==> config.mk <==
export PLATFORM = sky130hd
export DESIGN_NAME = flash_sample_fetcher
export DESIGN_NICKNAME = d
export VERILOG_FILES = /design/src/rtl/flash_sample_fetcher.sv
export SDC_FILE = /design/constraint.sdc
export NUM_CORES = 1
export LEC_CHECK = 0
export ABC_CLOCK_PERIOD_IN_PS = 2400
export BUFFER_PORTS_ARGS = -buffer_cell sky130_fd_sc_hd__buf_4
export CAP_MARGIN = 15
export CORE_AREA = 2 2 104 106
export CTS_BUF_LIST = sky130_fd_sc_hd__clkbuf_2
export DETAILED_ROUTE_END_ITERATION = 10
export DIE_AREA = 0 0 106 108
export PLACE_DENSITY = 0.74
export SYNTH_ARGS = -nofsm -noshare
export SYNTH_HDL_FRONTEND = slang
export SYNTH_SLANG_ARGS = --single-unit
==> constraint.sdc <==
create_clock -name CLK_50M -period 2.4 [get_ports CLK_50M]
set_input_delay 0.24 -clock CLK_50M [delete_from_list [all_inputs] [get_ports CLK_50M]]
set_output_delay 0.24 -clock CLK_50M [all_outputs]
set_load 0.005 [all_outputs]
==> src/rtl/flash_sample_fetcher.sv <==
// rtl/flash_sample_fetcher.sv - Avalon-MM flash reader that splits 32-bit words into 16-bit PCM samples
// One word fetch serves two sample ticks; the half order is latched together with the word.
module flash_sample_fetcher #(
  parameter logic [22:0] START_ADDR = 23'h000000,
  parameter logic [22:0] END_ADDR   = 23'h07FFFF
) (
  input  logic        CLK_50M,
  input  logic        reset_n,
  input  logic        sample_tick,
  input  logic        play,
  input  logic        direction,
  input  logic        restart,
  output logic        flash_mem_read,
  output logic [22:0] flash_mem_address,
  input  logic        flash_mem_waitrequest,
  input  logic        flash_mem_readdatavalid,
  input  logic [31:0] flash_mem_readdata,
  output logic [15:0] audio_data,
  output logic        sample_valid,
  output logic        overrun
);

  typedef enum logic [1:0] {IDLE, REQ, WAIT_DATA} state_e;

  state_e      state_q;
  logic        half_q;
  logic [31:0] buf_q;
  logic        dir_cap_q;
  logic        pend_q;
  logic        read_q;
  logic [22:0] addr_q;
  logic [15:0] audio_q;
  logic        valid_q;
  logic        overrun_q;

  logic [22:0] adv_addr_d;
  logic [22:0] rewind_addr_d;
  logic [15:0] second_half_d;
  logic [15:0] first_half_d;
  logic        tick_play;

  assign tick_play = sample_tick & play;

  // Advance and rewind both follow the live direction input; only the half order is latched.
  always_comb begin
    adv_addr_d    = addr_q;
    rewind_addr_d = direction ? END_ADDR : START_ADDR;
    if (direction) begin
      adv_addr_d = (addr_q == START_ADDR) ? END_ADDR : addr_q - 23'd1;
    end else begin
      adv_addr_d = (addr_q == END_ADDR) ? START_ADDR : addr_q + 23'd1;
    end
    second_half_d = dir_cap_q ? buf_q[15:0] : buf_q[31:16];
    first_half_d  = direction ? flash_mem_readdata[31:16] : flash_mem_readdata[15:0];
  end

  always_ff @(posedge CLK_50M or negedge reset_n) begin
    if (!reset_n) begin
      state_q   <= IDLE;
      half_q    <= 1'b0;
      buf_q     <= 32'h0;
      dir_cap_q <= 1'b0;
      pend_q    <= 1'b0;
      read_q    <= 1'b0;
      addr_q    <= START_ADDR;
      audio_q   <= 16'h0;
      valid_q   <= 1'b0;
      overrun_q <= 1'b0;
    end else begin
      valid_q   <= 1'b0;
      overrun_q <= 1'b0;
      case (state_q)
        IDLE: begin
          if (restart) begin
            addr_q <= rewind_addr_d;
            half_q <= 1'b0;
          end else if (tick_play) begin
            if (!half_q) begin
              state_q <= REQ;
              read_q  <= 1'b1;
            end else begin
              audio_q <= second_half_d;
              valid_q <= 1'b1;
              half_q  <= 1'b0;
              addr_q  <= adv_addr_d;
            end
          end
        end
        REQ: begin
          if (tick_play) overrun_q <= 1'b1;
          if (restart)   pend_q    <= 1'b1;
          if (!flash_mem_waitrequest) begin
            read_q  <= 1'b0;
            state_q <= WAIT_DATA;
          end
        end
        WAIT_DATA: begin
          if (tick_play) overrun_q <= 1'b1;
          if (flash_mem_readdatavalid) begin
            state_q <= IDLE;
            // A restart seen at any point during the transaction discards the word.
            if (pend_q || restart) begin
              pend_q <= 1'b0;
              addr_q <= rewind_addr_d;
              half_q <= 1'b0;
            end else begin
              buf_q     <= flash_mem_readdata;
              dir_cap_q <= direction;
              audio_q   <= first_half_d;
              valid_q   <= 1'b1;
              half_q    <= 1'b1;
            end
          end else if (restart) begin
            pend_q <= 1'b1;
          end
        end
        default: begin
          state_q <= IDLE;
          read_q  <= 1'b0;
        end
      endcase
    end
  end

  assign flash_mem_read    = read_q;
  assign flash_mem_address = addr_q;
  assign audio_data        = audio_q;
  assign sample_valid      = valid_q;
  assign overrun           = overrun_q;

endmodule

# After elaboration in Yosys (flattened, before gate mapping)
# Cells that the tools add are included.
[totals]
in_bits = 40
word_cells = 87
out_inout_bits = 42
register_bits = 79
[op_classes]
bitwise = 3
reduce_logical = 13
n_mux = 45
n_addsub = 2
n_eq_ne = 14
[ops]
columns = ["op", "count"]
rows = [
  ["$mux W23", 8],
  ["$mux W16", 7],
  ["$pmux W23 S2", 1],
  ["$pmux W16 S2", 1],
  ["$add A23 B1 Y23 const B", 1],
  ["$eq A23 B19 Y1 const B", 1],
  ["$logic_not A23 Y1", 1],
  ["$sub A23 B1 Y23 const B", 1],
  ["$mux W19", 1],
  ["$mux W1", 17],
  ["$ne A2 B2 Y1 const B", 8],
  ["$reduce_and A5 Y1", 3],
  ["$mux W2", 5],
  ["$ne A3 B3 Y1 const B", 3],
  ["$pmux W1 S2", 3],
  ["$pmux W2 S3", 1],
  ["$reduce_and A3 Y1", 2],
  ["$reduce_and A6 Y1", 1],
  ["$reduce_bool A2 Y1", 2],
  ["$pmux W1 S3", 1],
  ["$eq A2 B1 Y1 const B", 1],
  ["$eq A2 B2 Y1 const B", 1],
  ["$logic_not A2 Y1", 1],
  ["$not A1 Y1", 2],
  ["other kinds (4)", 4],
]

# Longest topological paths before layout
[depth]
word_depth = 7
depth_mapped = 11

# Least setup slack after synthesis
# OpenSTA, ideal clock, no wires.
[synth_timing]
path_kind = "register to register"
from = "register addr_q[9] (netlist: flash_mem_address[9])"
to = "register addr_q[17] (netlist: flash_mem_address[17])"
arrival_time_ps = 2373
path_stages_with_launch = 10
t_required_ps = 2326
setup_ps = 74
setup_slack_ps = -47
n_path_buf = 3
cell_sequence = "dfrtp_1 -> buf_6 -> or4_1 -> or4_1 -> buf_6 -> o31a_4 -> buf_6 -> a31oi_1 -> o22ai_1 -> o21ai_2"
[synth_between]
elab_chain_cells = 7
word_cells_on_any_way = 11
classes_between = "add/sub: 2; eq/ne: 1; mux: 7; reduce/logical: 1"
[synth_lines]
columns = ["item", "line", "text"]
rows = [
  ["start, declared", "31", "logic [22:0] addr_q;"],
  ["start signal, assigned", "75", "addr_q <= rewind_addr_d;"],
  ["start signal, assigned", "85", "addr_q <= adv_addr_d;"],
  ["start signal, assigned", "104", "addr_q <= rewind_addr_d;"],
  ["$add A23 B1 Y23 (tied with other cells)", "51", "adv_addr_d = (addr_q == END_ADDR) ? START_ADDR : addr_q + 23'd1;"],
  ["$mux W23 (on tied branches)", "51, 49", ""],
  ["$mux W23 (*)", "48", "if (direction) begin"],
  ["$mux W23 (*)", "78", "if (!half_q) begin"],
  ["$mux W23 (*)", "77", "end else if (tick_play) begin"],
  ["$mux W23 (*)", "74", "if (restart) begin"],
  ["$pmux W23 S2 (*)", "72", "case (state_q)"],
]
# Every way passes the cells marked *; elsewhere a longest branch is shown, timed or not. The select of a mux whose other input is x is not followed.
# A chain may end at the register's enable or synchronous reset.

# Worst setup path in the final report
[layout_timing]
from = "register addr_q[8] (netlist: flash_mem_address[8])"
to = "register addr_q[18] (netlist: flash_mem_address[18])"
# The elaborated chain is that of the path after synthesis.

==> impl_metrics.yaml <==
status:
  status: "finished, violations left"
  violations: "setup timing"
sta:
  setup_viol: 9
  rsz0062_at_grt: "yes"
  worstMarginPinSlew_ps: 1030
  slew_viol_final: 0
  fmax_ghz: 0.408
  fin_ws_ps: -50.0
  fin_tns_setup_ps: -172
  maxSlewHeadroom_pct: 31.4
  skew_ps: 31.6
  post-route-period-util_pct: 102
  period_minus_slack_ps: 2450
  hold_viol: 0
routing:
  wl_per_cell_um: 18.1
  routed_wl_um: 14200
  via_count: 4623
  route.detailed.drc: 0
  firstDrtPassIters: 5
  ant_nets: 0
  drt_iter0_markers: 304
  routed_via_density: 5.90
grt:
  antenna_found_initial: 0
  grt_overflow: 0
  grt_max_degree: 50
  grtUsageTotal_pct: 25.3
  grt_first_pass_wirelength_um: 23100
  first_global_vias: 4614
power_and_ir_drop:
  intPower_mw: 4.24
  cellLeakagePower_nw: 2.91
  p_sw_mw: 2.87
  p_comb_share_pct: 56.8
  ir_drop_v: 0.000623
  p_clk_share_pct: 10.6
  seq_power_share_pct: 32.6
  power_density_nw_per_um2: 1090
  p_total_mw: 7.10
  swShare_pct: 40.4
clock_tree:
  clkTransAtPathRegs_ps: 250
  h-tree-depth: 3
  cts_buffers: 9
  clock-sinks: 79
  clk_latency_ps: 520
  cts_tree: "yes"
  root_buffer: "clkbuf_2"
  clockBufferDepth: 2
logic_synthesis:
  netlist_instances: 483
  synthTopCellsByArea: "dfrtp_1, mux2_2, a21oi_1"
  syn_area_um2: 4780
  yosysTopAreaCell: "dfrtp_1"
  synth_top_area_share_pct: 41.4
  synth_ff_type: "dfrtp_1"
  syn-num-nets: 529
  ys_ff_latch: 79
  synth_edf_count: 0
  synth_common_cells: "dfrtp_1, mux2_2, a21oi_1"
  yosysSeqAreaShare_pct: 41.4
  ys_types: 61
  yosysWarnings: 0
  synth_most_common_cell: "dfrtp_1"
  synth_area_per_cell_um2: 9.90
  synthArstFlopShare_pct: 100
floorplan:
  die_h_um: 108
  die_w_um: 106
  core_area_um2: 10200
  ios: 82
  core.rowCount: 37
  die_area_um2: 11400
  initial_core_util_pct: 46.7
layout:
  num_antenna_cells: 0
  multiInputGateArea_um2: 2690
  drive_gt1_share_pct: 38.6
  area_delta_synth_final_pct: 36.5
  fin_nets: 688
  layout.area.seq_um2: 1980
  utilization_pct: 63.8
  fillers: 808
min_path:
  hp-class: "in -> reg"
placement:
  gp_congestion: 0.877
  hpwl_um: 9360
  post-place-ws_ps: -87.8
  portBuffers: 81
worst_setup_path:
  critical_path_required_ps: 2800
  worstSetupStartpointType: "flop"
  end_kind: "flop"
  arrival_ps: 2850
  crit_type: "reg -> reg"
  critPathMaxFanout: 5
job:
  cap_violations: 0
==> metrics by stage <==
step / area, um2 / hold slack [ps] / instances
after floorplan: 4780 / -55.6 / 483
after global placement: 5850 / 324 / 720
after detailed placement: 5850 / 331 / 720
after CTS: 6420 / 8.62 / 781
after global routing: 6520 / 5.60 / 783
final: 6520 / 39.7 / 783
==> cells in the final DEF (no fill, tap or decap), types with 3 or more instances in the layout <==
| cell type | n |
|---|---|
| a211oi_1 | 16 |
| a21oi_1 | 31 |
| a31oi_1 | 9 |
| and2_1 | 3 |
| and3_1 | 8 |
| buf_4 | 146 |
| buf_6 | 3 |
| clkbuf_2 | 9 |
| clkinv_1 | 3 |
| dfrtp_1 | 79 |
| dlygate4sd3_1 | 37 |
| ha_1 | 3 |
| inv_1 | 7 |
| mux2_2 | 49 |
| mux2i_1 | 16 |
| nand2_1 | 22 |
| nand3_1 | 10 |
| nand4_1 | 11 |
| nand4b_1 | 3 |
| nor2_1 | 17 |
| nor2b_1 | 21 |
| nor3_1 | 8 |
| nor3_2 | 3 |
| nor4_1 | 5 |
| o21a_1 | 11 |
| o21ai_0 | 16 |
| o21ai_1 | 3 |
| o21ai_2 | 5 |
| o22ai_1 | 11 |
| or2_2 | 4 |
| or3_1 | 4 |
| xnor2_1 | 6 |
| xor2_1 | 8 |
==> critical path, cell delays in order (launching register included) <==
cell and delay, ps:
dfrtp_1 450, or4_4 530, or4_4 450, buf_6 150, nand2b_1 160, o31a_1 250
o31ai_2 200, o311ai_1 140
==> area by class of cell <==
type,instances,share of cell area (%)
clock buffer,9,0.691
clock inverter,7,1.09
inverter,9,0.518
multi-input combinational,355,41.2
sequential,79,30.3
tap,136,2.61
timing repair buffer,188,23.6
==> logic make-up after synthesis <==
logic type                 share of synthesized area (%)
AOI/OAI and AO/OA                                   18.8
xor gates and xnor gates                            2.57
adders and majority gates                           1.57
buffers and inverters                               4.58
DFF                                                 41.4
muxes                                               14.9
and+or+nand+nor                                     16.2
==> metal layers <==
layer  share of wire (%)  track usage [%]
met5                   0                0
met4                 1.8             8.65
met3                 7.3             6.03
met2                  49             43.0
met1                  42             31.8
==> repair_timing <==
action	in CTS	in global routing
buffers inserted	8	1
pin swaps	5	5
gates resized for setup	8	25
setup endpoints to repair	14	22
hold buffers	37	0
cloned	0	1
hold endpoints to repair	83	0
==> flip-flops by register name, indices dropped and copies added (netlist names) <==
register / cells
overrun: 1
state_q: 2
audio_data: 16
flash_mem_read: 1
buf_q: 32
half_q: 1
sample_valid: 1
pend_q: 1
flash_mem_address: 23
dir_cap_q: 1
==> worst paths after layout <==
path                                       from                     to  slack [ps]  depth (start not counted)
hold / removal                      sample_tick                 half_q          40                          3
setup / recovery           flash_mem_address[8]  flash_mem_address[18]         -50                          7
setup reg to reg           flash_mem_address[8]  flash_mem_address[18]         -50                          7
hold reg to reg                       buf_q[16]              buf_q[16]         540                          1
min in group asynchronous               reset_n  flash_mem_address[22]         250                          2
max in group asynchronous               reset_n              buf_q[12]        1510                          3
==> power by group through the flow <==
stage               Clock (mW)  Sequential [mW]  Combinational, mW
floorplan                    0             2.29               2.23
global placement             0             2.27               3.68
detailed placement           0             2.32               3.79
CTS                      0.761             2.29               3.90
global route             0.820             2.39               4.39
finish                   0.756             2.32               4.03
No activity file was read; power rests on OpenSTA's default activity.
